File: src/rtl/fdiv_dispatch_pkg.sv
// fdiv_dispatch_pkg: float32 field positions, default tag type and operand sanitizer
package fdiv_dispatch_pkg;
  localparam int EXP_MSB = 30;
  localparam int EXP_LSB = 23;
  localparam int MANT_MSB = 22;
  localparam int TAG_W = 5;
  typedef logic [TAG_W-1:0] tag_t;
  function automatic logic [31:0] sanitize(input logic [31:0] x);
    logic [EXP_MSB-EXP_LSB:0] e;
    e = x[EXP_MSB:EXP_LSB];
    return (&e || ~|e) ? {x[31:EXP_LSB], {(MANT_MSB+1){1'b0}}} : x;
  endfunction
endpackage

File: src/rtl/fdiv_result_fifo.sv
// fdiv_result_fifo: circular result buffer; a push into a full FIFO is legal when the head pops in the same cycle
module fdiv_result_fifo #(
  parameter int DEPTH = 8,
  parameter int W = 37
) (
  input  logic                       clk,
  input  logic                       rstn,
  input  logic                       clr,
  input  logic                       push,
  input  logic [W-1:0]               din,
  input  logic                       pop,
  output logic [W-1:0]               dout,
  output logic [$clog2(DEPTH+1)-1:0] count
);
  localparam int AW = $clog2(DEPTH);
  localparam int CW = $clog2(DEPTH+1);
  logic [W-1:0] mem_q [DEPTH];
  logic [AW-1:0] wp_q, wp_d, rp_q, rp_d;
  logic [CW-1:0] cnt_q, cnt_d;
  logic wr, rd;
  always_comb begin
    rd = pop && cnt_q != '0;
    wr = push && (cnt_q != CW'(DEPTH) || rd);
    wp_d = clr ? '0 : wp_q + AW'(wr);
    rp_d = clr ? '0 : rp_q + AW'(rd);
    cnt_d = clr ? '0 : cnt_q + CW'(wr) - CW'(rd);
  end
  always_ff @(posedge clk or negedge rstn) begin
    if (!rstn) begin
      wp_q <= '0;
      rp_q <= '0;
      cnt_q <= '0;
    end else begin
      wp_q <= wp_d;
      rp_q <= rp_d;
      cnt_q <= cnt_d;
    end
  end
  always_ff @(posedge clk) begin
    if (wr && !clr) mem_q[wp_q] <= din;
  end
  assign dout = mem_q[rp_q];
  assign count = cnt_q;
endmodule

File: src/rtl/fdiv_dispatch.sv
// fdiv_dispatch: feeds a fixed-latency, non-stalling fdiv pipeline and buffers its results;
// credit (inflight + queued < DEPTH) guarantees every result has a FIFO slot.
module fdiv_dispatch
  import fdiv_dispatch_pkg::*;
#(
  parameter int NSTAGE = 6,
  parameter int TAGW = $bits(tag_t),
  parameter int DEPTH = 8
) (
  input  logic            clk,
  input  logic            rstn,
  input  logic            flush,
  input  logic            req_valid,
  output logic            req_ready,
  input  logic [31:0]     req_x1,
  input  logic [31:0]     req_x2,
  input  logic [TAGW-1:0] req_tag,
  output logic [31:0]     fdiv_x1,
  output logic [31:0]     fdiv_x2,
  input  logic [31:0]     fdiv_y,
  output logic            rsp_valid,
  input  logic            rsp_ready,
  output logic [31:0]     rsp_y,
  output logic [TAGW-1:0] rsp_tag,
  output logic            busy
);
  localparam int IW = $clog2(NSTAGE+1);
  localparam int CW = $clog2(DEPTH+1);
  logic en_q;
  logic [NSTAGE-1:0] vld_q, vld_d;
  logic [NSTAGE-1:0][TAGW-1:0] tag_q, tag_d;
  logic [IW-1:0] inflight_q, inflight_d;
  logic [31:0] x1_q, x1_d, x2_q, x2_d;
  logic [CW-1:0] count;
  logic [TAGW+31:0] head;
  logic acc, push, pop;
  always_comb begin
    acc = req_valid && req_ready;
    vld_d = flush ? '0 : {vld_q[NSTAGE-2:0], acc};
    tag_d = {tag_q[NSTAGE-2:0], req_tag};
    inflight_d = flush ? '0 : inflight_q + IW'(acc) - IW'(vld_q[NSTAGE-1]);
    x1_d = acc ? sanitize(req_x1) : x1_q;
    x2_d = acc ? sanitize(req_x2) : x2_q;
  end
  always_ff @(posedge clk or negedge rstn) begin
    if (!rstn) begin
      en_q <= 1'b0;
      vld_q <= '0;
      tag_q <= '0;
      inflight_q <= '0;
      x1_q <= '0;
      x2_q <= '0;
    end else begin
      en_q <= 1'b1;
      vld_q <= vld_d;
      tag_q <= tag_d;
      inflight_q <= inflight_d;
      x1_q <= x1_d;
      x2_q <= x2_d;
    end
  end
  // pops in the same cycle are not credited back, so a push can never meet a full FIFO
  assign req_ready = en_q && !flush && (int'(inflight_q) + int'(count) < DEPTH);
  assign push = vld_q[NSTAGE-1] && !flush;
  assign pop = rsp_valid && rsp_ready && !flush;
  fdiv_result_fifo #(.DEPTH(DEPTH), .W(TAGW+32)) u_fifo (
    .clk(clk),
    .rstn(rstn),
    .clr(flush),
    .push(push),
    .din({tag_q[NSTAGE-1], fdiv_y}),
    .pop(pop),
    .dout(head),
    .count(count)
  );
  assign fdiv_x1 = x1_q;
  assign fdiv_x2 = x2_q;
  assign rsp_valid = count != '0;
  assign rsp_y = rsp_valid ? head[31:0] : '0;
  assign rsp_tag = rsp_valid ? head[TAGW+31:32] : '0;
  assign busy = inflight_q != '0 || count != '0;
endmodule
File: config.mk
export PLATFORM = sky130hd
export DESIGN_NAME = fdiv_dispatch
export DESIGN_NICKNAME = d
export VERILOG_FILES = /design/src/rtl/fdiv_dispatch_pkg.sv /design/src/rtl/fdiv_result_fifo.sv /design/src/rtl/fdiv_dispatch.sv
export SDC_FILE = /design/constraint.sdc
export NUM_CORES = 1
export LEC_CHECK = 0
export ABC_AREA = 1
export BUFFER_PORTS_ARGS = -buffer_cell sky130_fd_sc_hd__buf_2
export CAP_MARGIN = 40
export CORE_MARGIN = 2
export CORE_UTILIZATION = 57
export CTS_CLUSTER_DIAMETER = 40
export DETAILED_ROUTE_END_ITERATION = 8
export PLACE_DENSITY = 0.79
export SYNTH_ARGS = -nofsm -noshare
export SYNTH_HDL_FRONTEND = slang
export SYNTH_HIERARCHICAL = 1
export SYNTH_SLANG_ARGS = --single-unit
File: constraint.sdc
create_clock -name clk -period 3.8 [get_ports clk]
set_clock_uncertainty 0.05 [all_clocks]
set_input_delay 0.57 -clock clk [delete_from_list [all_inputs] [get_ports clk]]
set_output_delay 0.57 -clock clk [all_outputs]
set_load 0.02 [all_outputs]
Word-level counts from Yosys, hierarchy flattened
Memory sizes are Yosys's and may differ from the RTL's.
Index checks and enable logic that the tools add are counted.
Widths: inputs -> output; s select.

cells by class
  equality and inequality tests = 1
  $lt $le $gt $ge = 1
  add/subtract/negate cells = 7
  reductions and logical operators = 22
  muxes and demuxes = 11

operator list
  operator            count
  $mux 23             2
  $mux 32             1
  $reduce_and 8->1    2
  $reduce_or 8->1     2
  $add 3x1->3         3
  $logic_and 1x1->1   9
  $mux 3              3
  $mux 6              1
  $add 3x4->5         1
  $lt 5x4->1 const B  1
  $mux 5              1
  $add 4x1->4         1
  $logic_or 1x1->1    4
  $mux 4              1
  $ne 4x4->1 const B  1
  $reduce_bool 4->1   1
  $sub 4x1->4         1
  $logic_not 1->1     3
  $reduce_bool 3->1   1
  $sub 3x1->3         1
  $mux 1              2

word-level totals
  output and inout port bits = 104
  logic and storage cells = 57
  input port bits = 106
  register bits = 114
  memories kept = 1
  memory bits (writable) = 296

memory list
  name          depth  bits a word  read ports  clocked after Yosys merged registers in  wr ports  line                    RTL
  u_fifo.mem_q  8      37           1           0                                        1         fdiv_result_fifo.sv:17  logic [W-1:0] mem_q [DEPTH];

Longest topological paths before layout
Gate-level depths: netlist of the first run.

  word-level depth = 9
  depth in mapped cells = 15
  gate-level depth less buffers = 12

Cells and area by module
The synthesis of the first run kept the hierarchy.

modules (own cells, without submodules)
  module            instances  seq. area each (µm²)  cells an instance  area each (µm²)
  fdiv_result_fifo  1          9138.8                1063               12393.1
  fdiv_dispatch     1          2602.5                471                4251.6

Worst setup path before layout of the first run
Ideal clock, no wire load.

  path kind = input to register
  start = in flush
  end = mem u_fifo.mem_q[0][0] (enable)
  data required time = 3319 ps
  arrival time = 2820 ps
  setup time = 431 ps
  path slack = 499 ps
  cell stages on the path = 8
  buffers on the path = 1
  cells stage by stage = buf_6 > inv_2 > nand2_1 > nor2_1 > nand2_1 > nand2_1 > nand3_1 > nor2_1

on the way
  word-level cells in the longest chain between the ends = 8
  elaborated cells on any way between the ends = 9
  classes of those cells = 2 x mux; 7 x reduce/logical

ends and longest elaborated chain
  item                          line                    RTL
  from (decl)                   fdiv_dispatch.sv:12     input logic flush,
  $logic_not 1->1               fdiv_dispatch.sv:65     assign pop = rsp_valid && rsp_ready && !flush;
  $logic_and 1x1->1             fdiv_dispatch.sv:65
  net pop                       fdiv_dispatch.sv:36     logic acc, push, pop;
  $logic_and 1x1->1             fdiv_result_fifo.sv:22  rd = pop && cnt_q != '0;
  $logic_or 1x1->1              fdiv_result_fifo.sv:23  wr = push && (cnt_q != CW'(DEPTH) || rd);
  $logic_and 1x1->1             fdiv_result_fifo.sv:23
  $logic_and 1x1->1             fdiv_result_fifo.sv:40  if (wr && !clr) mem_q[wp_q] <= din;
  $mux 1                        fdiv_result_fifo.sv:40
  $mux 1 (implied by the code)  fdiv_result_fifo.sv:40
  to (decl)                     fdiv_result_fifo.sv:17

The timed path passes the listed nets, and every way through them passes these cells.

Worst setup path in the final report of the first run
  start = reg u_fifo.rp_q[0]
  end = out rsp_tag[3]

on the way
  word-level cells in the longest chain between the ends = 2

ends and longest elaborated chain
  item                    line                    RTL
  from (decl)             fdiv_result_fifo.sv:18  logic [AW-1:0] wp_q, wp_d, rp_q, rp_d;
  from (signal assigned)  fdiv_result_fifo.sv:35  rp_q <= rp_d;
  $mem_v2 8x37            --
  net head[35]            fdiv_dispatch.sv:35     logic [TAGW+31:0] head;
  $mux 5                  fdiv_dispatch.sv:80     assign rsp_tag = rsp_valid ? head[TAGW+31:32] : '0;
  to (decl)               fdiv_dispatch.sv:24     output logic [TAGW-1:0] rsp_tag,

The timed path passes the listed nets, and every way through them passes these cells.

==> flow_summary_export.csv, run 1 <==
group,metric,value,unit
layout,multi_input_area,4210,um^2
clocking,cts_setup_buffers,0,
power_and_ir_drop,power.internal,8020,uW
layout,final_cell_mix,"508 x sky130_fd_sc_hd__nand2_1, 296 x sky130_fd_sc_hd__edfxtp_1, 208 x sky130_fd_sc_hd__buf_2",
clocking,clockBufferDepth,3,
setup_path,end_kind,"output pin",
timing,drv_slew,0,
detailed_routing,initialDrtViolationCount,957,
power_and_ir_drop,combPwrFrac,9.0,%
power_and_ir_drop,swShare,24.8,%
run,drv_cap,0,
yosys,number_of_storage_elements_in_the_synthesis_netlist,410,
yosys,post_synth_instance_area,16600,um^2
yosys,netlist-cell-type-count,28,
layout,design.final.nets,1858,
timing,finalHoldViolations,0,
clocking,cts.root.buffer_cell,"sky130_fd_sc_hd__clkbuf_16",
power_and_ir_drop,power.density,542,nW/um^2
setup_path,cp_data_arrival_time,2.72,ns
yosys,synth_top_flop_cell,"sky130_fd_sc_hd__edfxtp_1",
yosys,post_synthesis_mean_instance_area,10.9,um^2
yosys,synth-async-reset-ratio,27.8,%
floorplan,start_util,58.0,%
yosys,yosysWarnings,6,
floorplan,io_pins,210,
layout,final_util,68.6,%
detailed_routing,vias,11500,
run_status,run_status,"finished clean",
global_route,groute.usage.overall,23.9,%
clocking,postCtsHoldBufs,0,
layout,seq_area,11700,um^2
setup_path,maximum_fanout_encountered_on_the_critical_timing_path,48,
layout,area_growth_syn_to_layout,18.3,%
floorplan,floorplan.die.height,175,um
hold_path,hp-class,"input port to asynchronous set/reset pin",
setup_path,worst_setup_path_start_kind,"flip-flop",
yosys,post_synth_inst_count,1534,
yosys,synth-edff-count,296,
placed_design,detailed_place_hpwl,20.8,mm
timing,slew_headroom,43.3,%
clocking,htree_levels,2,
placed_design,gp_routability_congestion,0.804,
timing,total_of_endpoints_with_negative_setup_slack_in_the_final_report,0,
layout,fillerInstances,2051,
global_route,maximum_number_of_pins_on_one_net_before_global_route_repair,150,
clocking,cts.reportedPaths.clkPinSlew,0.06,ns
detailed_routing,wl,36.6,mm
global_route,number_of_global_route_vias_before_repair,11600,
layout,layout-drive-gt1-share,19.2,%
floorplan,floorplan.rows,62,
clocking,clock_sink_count,410,
detailed_routing,post_drt_wl_per_cell,16.9,um
global_route,grt_antenna_before_repair,0,
layout,insertedDiodeCount,0,
power_and_ir_drop,irDropWorstVdd,0.000636,V
power_and_ir_drop,netSwitchingPower,2650,uW
placed_design,buffer_ports.inserted,209,
detailed_routing,via_cell_ratio,5.32,
power_and_ir_drop,p_leak,0.00847,uW
detailed_routing,detail_route.first_pass.iterations,7,
placed_design,placedCellCount,2070,
floorplan,core-area,28700,um^2
layout,mostFrequentLayoutCell,"sky130_fd_sc_hd__nand2_1",
clocking,cts_resized,0,
timing,worst_tran_pin_value,0.849,ns
timing,finalWorstPathRequiredPeriod,3.34,ns
yosys,synth.yosys.seq_area_share,70.5,%
floorplan,chipWidth,175,um
power_and_ir_drop,power_frac_seq,48.9,%
layout,layoutNonFillerInstCount,2161,
timing,grt_setup_unrepaired,"no",
floorplan,fp.dieArea,30600,um^2
power_and_ir_drop,clock_power_share,42.2,%
detailed_routing,final_antenna_net_count,0,
setup_path,cp_data_required_time,3.18,ns
clocking,cts_tree,"built",
timing,fin_setup_tns,0,ns
detailed_routing,route.detailed.drc,0,
clocking,worst_skew_pair.late_latency,0.54,ns
global_route,global_route_wire_length_before_repair,58.0,mm
timing,fmaxAchievable,0.299,GHz
yosys,mappedNetlistNets,1655,
global_route,globalRoute.totalOverflow,0,
setup_path,worst-setup-path-type,"flip-flop to output pin",
timing,finalCritPeriodShare,87.9,%
clocking,cts_made_buffers,49,
[critical path: stages (launching register included)]
cell and delay, ns:
sky130_fd_sc_hd__dfrtp_4 0.50, sky130_fd_sc_hd__inv_4 0.41, sky130_fd_sc_hd__buf_12 0.31, sky130_fd_sc_hd__nand2_1 0.10
sky130_fd_sc_hd__nand2_1 0.10, sky130_fd_sc_hd__nand2_1 0.05, sky130_fd_sc_hd__o21ai_1 0.09, sky130_fd_sc_hd__nand2_1 0.06
sky130_fd_sc_hd__nand2_1 0.08, sky130_fd_sc_hd__inv_1 0.04, sky130_fd_sc_hd__nor2_1 0.18, sky130_fd_sc_hd__buf_2 0.21
[final timing paths]
path	startpoint	end	slack, ns	cells past startpoint
worst max register to register	u_fifo/count[2]	inflight_q[2]	0.99	11
worst max-delay path	u_fifo/rp_q[0]	rsp_tag[3]	0.46	11
max in group asynchronous	rstn	u_fifo/rp_q[0]	2.75	2
worst min-delay path	rstn	fdiv_x1[17]	0.06	1
worst min register to register	tag_d[22]	tag_d[27]	0.29	0
min in group clk	req_tag[1]	tag_d[6]	0.09	1
[sequential cells by signal (all words and copies together), names as in the netlist]
name / flops
u_fifo/mem_q: 296
fdiv_x1: 32
fdiv_x2: 32
tag_d: 25
vld_q: 6
tag_q: 5
u_fifo/count: 4
inflight_q: 3
u_fifo/rp_q: 3
u_fifo/wp_q: 3
en_q: 1
[area by class of cell]
class,instances,area share (%)
Multi-Input combinational cell,956,21.4
Clock inverter,36,1.75
Tap cell,384,2.44
Timing Repair Buffer,235,6.76
Sequential cell,410,59.7
Clock buffer,55,6.34
Inverter,85,1.63
[power by group through the flow]
stage               sequential [uW]  clock (uW)  combinational (uW)
global route                   5240        4760                1050
global placement               5280           0                 946
CTS                            5210        4570                 971
floorplan                      5590           0                 225
detailed placement             5280           0                 972
finish                         5210        4500                 958
[cell usage after synthesis, types with 8 or more instances]
library cell,number,area (um^2)
sky130_fd_sc_hd__inv_1,82,308
sky130_fd_sc_hd__o21ai_1,66,330
sky130_fd_sc_hd__buf_1,8,30.0
sky130_fd_sc_hd__buf_6,12,135
sky130_fd_sc_hd__dfrtp_1,114,2850
sky130_fd_sc_hd__nand3_1,60,300
sky130_fd_sc_hd__ha_1,13,163
sky130_fd_sc_hd__clkbuf_1,35,131
sky130_fd_sc_hd__buf_2,20,100
sky130_fd_sc_hd__nor2_1,147,552
sky130_fd_sc_hd__nand2_1,508,1910
sky130_fd_sc_hd__o21ai_0,138,691
sky130_fd_sc_hd__edfxtp_1,296,8890
[stage by stage]
stage	hold WS [ns]	cell area, um^2	power (uW)	worst slack, ns
floorplan	0.224	16600	5810	0.499
global placement	0.282	18100	6230	1.02
detailed placement	0.285	18100	6260	0.985
CTS	0.0696	19700	10800	0.464
global route	0.0703	19700	11000	0.301
finish	0.0637	19700	10700	0.461
[per-layer routing]
layer / global-route usage [%] / part of all wire (%)
met4: 7.40 / 2.4
met5: 0 / 0
met2: 40.9 / 50
met3: 5.11 / 8.1
met1: 30.7 / 40
[cells by family after synthesis]
group                    count (synthesis)  share of synthesized area [%]
AND/OR/NAND/NOR                        722                           16.8
flip-flops                             410                           70.5
AO/OA/AOI/OAI                          216                           6.65
buffers and inverters                  168                           4.63
adder cells (fa/ha/maj)                 15                           1.22
XOR/XNOR                                 2                          0.105
other                                    1                         0.0225
Power figures use the tool's default switching activity.
==> run 2, diff against run 1 <==
- SKIP_CTS_REPAIR_TIMING: unset -> 1
- SYNTH_HIERARCHICAL: 1 -> unset
==> flow_summary_export.csv, run 2 <==
group,metric,value,unit
run_status,run_status,"finished clean",
clocking,htree_levels,2,
setup_path,cp_data_required_time,3.18,ns
layout,finish.instance_area,19900,um^2
timing,drv_slew,0,
clocking,clockBufferDepth,3,
floorplan,chipWidth,176,um
setup_path,critPathLaunch,"u_fifo.rp_q[0]",
global_route,grt_antenna_before_repair,2,
yosys,yosysWarnings,0,
clocking,worst_skew_pair.late_latency,0.54,ns
layout,layout-drive-gt1-share,17.9,%
timing,fmaxAchievable,0.294,GHz
setup_path,reg2reg_to,"inflight_q[2]",
timing,hold_ws,0.0873,ns
timing,slew_headroom,45.3,%
floorplan,io_pins,210,
setup_path,end_kind,"output pin",
detailed_routing,initialDrtViolationCount,901,
clocking,cts.root.buffer_cell,"sky130_fd_sc_hd__clkbuf_16",
yosys,synth_top_cell_area_share,52.7,%
floorplan,fp.dieArea,31000,um^2
layout,area_growth_syn_to_layout,18.2,%
hold_path,hp-class,"input port to flip-flop",
placed_design,place_worst_setup_slack,0.884,ns
layout,largest-register,"u_fifo.mem_q",
yosys,synth_common_cells,"329 x sky130_fd_sc_hd__nor2_1, 325 x sky130_fd_sc_hd__nand2_1, 296 x sky130_fd_sc_hd__edfxtp_1",
yosys,post_synth_main_area_contributors,"sky130_fd_sc_hd__edfxtp_1 53%, sky130_fd_sc_hd__dfrtp_1 17%, sky130_fd_sc_hd__nor2_1 7.3%, sky130_fd_sc_hd__nand2_1 7.2%, sky130_fd_sc_hd__o21ai_0 3.8%",
run,drv_cap,0,
setup_path,reg2reg_setup_slack,1.04,ns
global_route,groute.usage.overall,24.2,%
yosys,mappedNetlistNets,1721,
floorplan,start_util,58.3,%
clocking,cts.reportedPaths.clkPinSlew,0.06,ns
yosys,number_of_storage_elements_in_the_synthesis_netlist,410,
setup_path,maximum_fanout_encountered_on_the_critical_timing_path,78,
clocking,cts_made_buffers,47,
detailed_routing,wl,36.9,mm
setup_path,worst-setup-path-type,"flip-flop to output pin",
floorplan,floorplan.rows,62,
timing,worst_tran_pin_value,0.820,ns
yosys,post_synth_instance_area,16900,um^2
global_route,global_route_wire_length_before_repair,58.9,mm
layout,final_cell_mix,"325 x sky130_fd_sc_hd__nand2_1, 321 x sky130_fd_sc_hd__nor2_1, 296 x sky130_fd_sc_hd__edfxtp_1",
detailed_routing,post_drt_wl_per_cell,16.6,um
detailed_routing,vias,11700,
power_and_ir_drop,power.density,640,nW/um^2
timing,finalHoldViolations,0,
setup_path,worst_setup_path_start_kind,"flip-flop",
timing,finalWorstPathRequiredPeriod,3.40,ns
detailed_routing,via_cell_ratio,5.30,
clocking,clock_sink_count,410,
yosys,synthDominantAreaCellType,"sky130_fd_sc_hd__edfxtp_1",
layout,largest_register_ff_count,296,
placed_design,detailed_place_hpwl,21.5,mm
floorplan,floorplan.die.height,176,um
layout,fillerInstances,2026,
global_route,maximum_number_of_pins_on_one_net_before_global_route_repair,113,
yosys,post_synth_inst_count,1599,
global_route,number_of_global_route_vias_before_repair,11800,
timing,fin_setup_tns,0,ns
timing,total_of_endpoints_with_negative_setup_slack_in_the_final_report,0,
detailed_routing,final_antenna_net_count,0,
power_and_ir_drop,p_leak,0.00873,uW
setup_path,cp_data_arrival_time,2.78,ns
floorplan,core-area,28900,um^2
yosys,synth-edff-count,296,
layout,final_util,68.9,%
placed_design,gp_routability_congestion,0.857,
layout,mostFrequentLayoutCell,"sky130_fd_sc_hd__nand2_1",
setup_path,worstRegToRegCells,12,
yosys,post_synthesis_mean_instance_area,10.5,um^2
timing,finalCritPeriodShare,89.5,%
yosys,synth.yosys.seq_area_share,69.7,%
yosys,synth.most_common_cell,"sky130_fd_sc_hd__nor2_1",
yosys,synth_top_flop_cell,"sky130_fd_sc_hd__edfxtp_1",
power_and_ir_drop,irDropWorstVdd,0.000504,V
placed_design,buffer_ports.inserted,209,
yosys,synth-async-reset-ratio,27.8,%
placed_design,cell_area_after_placement,18300,um^2
global_route,globalRoute.totalOverflow,0,
setup_path,critical_path.endpoint,"rsp_tag[4]",
setup_path,reg2reg_from,"inflight_q[1]",
timing,setup_slack,0.400,ns
detailed_routing,detail_route.first_pass.iterations,5,
yosys,netlist-cell-type-count,30,
clocking,cts_tree,"built",
layout,design.final.nets,1914,
detailed_routing,route.detailed.drc,0,
timing,grt_setup_unrepaired,"no",
run 2: cell types whose count changed after synthesis, moves of 6 or more:
cell                      change
sky130_fd_sc_hd__nor2_1     +182
sky130_fd_sc_hd__nand2_1    -183
sky130_fd_sc_hd__buf_6        -7
sky130_fd_sc_hd__o21ai_0     -10
sky130_fd_sc_hd__o21ai_1     -63
sky130_fd_sc_hd__inv_1       +73
sky130_fd_sc_hd__nand3_1     +63
sky130_fd_sc_hd__buf_2        +6
run 2: metrics by stage:
stage	std cells	total power, uW
2_1_floorplan	1599	7180
3_3_place_gp	2125	8090
3_5_place_dp	2126	8170
4_1_cts	2213	12900
5_1_grt	2214	13300
6_report	2215	12800
run 2: kinds of logic (layout without fill, tap and decap cells):
family | after synthesis | in the layout | share of synthesized area (%)
xor gates and xnor gates | 1 | 1 | 0.0520
AOI/OAI and AO/OA | 143 | 143 | 4.40
and+or+nand+nor | 786 | 786 | 18.6
DFF | 410 | 410 | 69.7
adders and majority gates | 16 | 16 | 1.28
other | 1 | 2 | 0.0222
buffers and inverters | 242 | 473 | 5.99
run 2: worst max-delay path: stages (launching register included):
cell,delay [ns]
sky130_fd_sc_hd__dfrtp_4,0.69
sky130_fd_sc_hd__inv_2,0.12
sky130_fd_sc_hd__buf_4,0.62
sky130_fd_sc_hd__o21ai_0,0.22
sky130_fd_sc_hd__nand2_1,0.09
sky130_fd_sc_hd__nor2_1,0.04
sky130_fd_sc_hd__nor2_1,0.21
sky130_fd_sc_hd__buf_2,0.21
run 2: routing by layer:
layer,GRT usage [%],vias up,share of wire (%)
met1,29.1,5621,39
met4,7.40,2,2.1
met3,5.92,65,8.0
met2,43.2,446,51
met5,0,-,0.035
li1,-,5600,-
run 2: worst min path at each step:
stage | end | slack (ns) | depth (start not counted) | from
2_1_floorplan | en_q | 0.22 | 0 | rstn
3_3_place_gp | tag_q[29] | 0.28 | 0 | tag_d[29]
4_1_cts | fdiv_x1[18] | -0.06 | 1 | rstn
5_1_grt | tag_d[8] | 0.07 | 1 | req_tag[3]
6_report | tag_d[9] | 0.09 | 1 | req_tag[4]
3_5_place_dp | tag_d[17] | 0.28 | 0 | tag_d[12]
run 2: layout make-up:
class                      count  area [um^2]  share of cell area [%]
timing repair buffer         228         1280                    6.43
multi-input combinational    947         4180                    21.0
sequential                   410        11800                    59.0
clock inverter                33          388                    1.95
clock buffer                  54         1250                    6.30
antenna                        1         2.50                  0.0126
tap                          384          480                    2.41
inverter                     158          594                    2.98
run 2: power by group:
| group | leakage (uW) | internal, uW | switching, uW | total [uW] |
|---|---|---|---|---|
| clock | 0.000783 | 2870 | 1790 | 4660 |
| combinational | 0.00387 | 857 | 1910 | 2770 |
| sequential | 0.00408 | 5110 | 221 | 5330 |
| total | 0.00873 | 8840 | 3920 | 12800 |
==> run 3, diff against run 2 <==
- RECOVER_POWER: unset -> 25
==> flow_summary_export.csv, run 3 (synthesis results as in run 2) <==
group,metric,value,unit
clocking,htree_levels,2,
layout,finish.instance_area,19900,um^2
layout,largest-register,"u_fifo.mem_q",
global_route,grt_antenna_before_repair,2,
global_route,global_route.usage.met2,43.2,%
global_route,grt_util_met1,29.1,%
setup_path,maximum_fanout_encountered_on_the_critical_timing_path,78,
layout,largest_register_ff_count,296,
detailed_routing,route.detailed.drc,0,
layout,layoutNonFillerInstCount,2215,
global_route,globalRouteMet3Util,5.92,%
setup_path,worst_setup_path_start_kind,"flip-flop",
run_status,run_status,"finished clean",
global_route,groute.usage.overall,24.2,%
power_and_ir_drop,p_leak,0.00865,uW
global_route,globalRoute.totalOverflow,0,
clocking,worst_skew_pair.late_latency,0.54,ns
detailed_routing,post_drt_wl_per_cell,16.6,um
clocking,cts_made_buffers,47,
clocking,clock_sink_count,410,
placed_design,detailed_place_hpwl,21.5,mm
detailed_routing,wl,36.8,mm
setup_path,cp_slowest_cell,"sky130_fd_sc_hd__dfrtp_4",
detailed_routing,vias,11700,
placed_design,buffer_ports.inserted,209,
hold_path,hp-class,"input port to flip-flop",
setup_path,cell_breakdown_of_the_critical_path,"inv_2 -> buf_4 -> o21ai_0 -> nand2_1 -> nor2_1 -> nor2_1 -> buf_2",
global_route,maximum_number_of_pins_on_one_net_before_global_route_repair,113,
setup_path,end_kind,"output pin",
power_and_ir_drop,power.density,641,nW/um^2
floorplan,floorplan.die.height,176,um
floorplan,chipWidth,176,um
global_route,number_of_global_route_vias_before_repair,11800,
detailed_routing,via_cell_ratio,5.28,
setup_path,critPathLaunch,"u_fifo.rp_q[0]",
layout,design.final.nets,1914,
clocking,clockBufferDepth,3,
clocking,cts_tree,"built",
timing,fin_setup_tns,0,ns
floorplan,start_util,58.3,%
setup_path,critPathMostFrequentCell,"sky130_fd_sc_hd__nor2_1",
timing,slew_headroom,45.1,%
timing,finalHoldViolations,0,
power_and_ir_drop,irDropWorstVdd,0.000504,V
setup_path,cp_data_required_time,3.18,ns
placed_design,cell_area_after_placement,18300,um^2
timing,fmaxAchievable,0.296,GHz
timing,total_of_endpoints_with_negative_setup_slack_in_the_final_report,0,
detailed_routing,detail_route.first_pass.iterations,6,
detailed_routing,final_antenna_net_count,0,
hold_path,timing.hold.worst.start,"req_tag[4]",
floorplan,io_pins,210,
clocking,cts.root.buffer_cell,"sky130_fd_sc_hd__clkbuf_16",
setup_path,reg2reg_from,"inflight_q[1]",
run,drv_cap,0,
floorplan,floorplan.rows,62,
timing,finalWorstPathRequiredPeriod,3.38,ns
placed_design,gp_routability_congestion,0.857,
placed_design,placedCellCount,2126,
timing,grt_setup_unrepaired,"no",
setup_path,cpPeakStageDelay,0.69,ns
layout,mostFrequentLayoutCell,"sky130_fd_sc_hd__nand2_1",
timing,drv_slew,0,
layout,area_growth_syn_to_layout,18.0,%
clocking,cts.reportedPaths.clkPinSlew,0.06,ns
global_route,globalRoute.busiestLayer,"met2",
layout,layout-drive-gt1-share,16.2,%
setup_path,cp_data_arrival_time,2.76,ns
layout,final_cell_mix,"325 x sky130_fd_sc_hd__nand2_1, 321 x sky130_fd_sc_hd__nor2_1, 296 x sky130_fd_sc_hd__edfxtp_1",
detailed_routing,initialDrtViolationCount,884,
timing,worst_tran_pin_value,0.823,ns
setup_path,reg2reg_setup_slack,1.03,ns
setup_path,worst-setup-path-type,"flip-flop to output pin",
timing,finalCritPeriodShare,89.0,%
floorplan,fp.dieArea,31000,um^2
floorplan,core-area,28900,um^2
global_route,global_route_wire_length_before_repair,58.9,mm
-- run 3: cell types whose count changed in the layout (fill, tap and decap cells not counted), sizes merged --
cell / before / now
buf: 227 / 196
clkbuf: 54 / 85
-- run 3: worst max-delay path: cells and delay by family, from the launching register on --
family / cells / cell delay, ns
AND/OR/NAND/NOR: 3 / 0.34
buffers and inverters: 3 / 0.93
AO/OA/AOI/OAI: 1 / 0.22
flip-flops: 1 / 0.69
-- run 3: metal layers --
layer | part of all wire (%) | vias to the layer above | wire (um)
met5 | 0.027 | - | 10
met4 | 2.1 | 2 | 769
met3 | 8.0 | 65 | 2950
met2 | 52 | 436 | 19000
met1 | 38 | 5595 | 14000
li1 | - | 5594 | -
-- run 3: power breakdown --
group          leakage (uW)  total [uW]  internal, uW  switching (uW)
Combinational       0.00378        2760           853            1910
Clock              0.000783        4650          2870            1780
Sequential          0.00408        5330          5110             220
Total               0.00865       12700          8840            3910
-- run 3: cell type report --
cell class / count / area [um^2]
Antenna cell: 1 / 2.50
Clock buffer: 54 / 1250
Clock inverter: 33 / 388
Fill cell: 2035 / 9040
Inverter: 158 / 594
Multi-Input combinational cell: 947 / 4180
Sequential cell: 410 / 11800
Tap cell: 384 / 480
Timing Repair Buffer: 228 / 1240
-- run 3: final timing paths --
check	endpoint	cells past startpoint
worst max register to register	inflight_q[2]	12
worst max-delay path	rsp_tag[4]	7
worst min-delay path	tag_d[9]	1
worst min register to register	tag_q[26]	0
min in group asynchronous	fdiv_x1[22]	2
max in group asynchronous	fdiv_x1[28]	4
-- run 3: through the flow --
step	power, uW	setup WS [ns]	utilization (%)	hold WS (ns)
floorplan	7180	0.589	-	0.224
global placement	8090	0.966	63.1	0.283
global route	13300	0.165	68.7	0.0667
CTS	12900	0.395	68.8	-0.0621
finish	12700	0.419	68.7	0.0871
detailed placement	8170	0.884	63.2	0.285
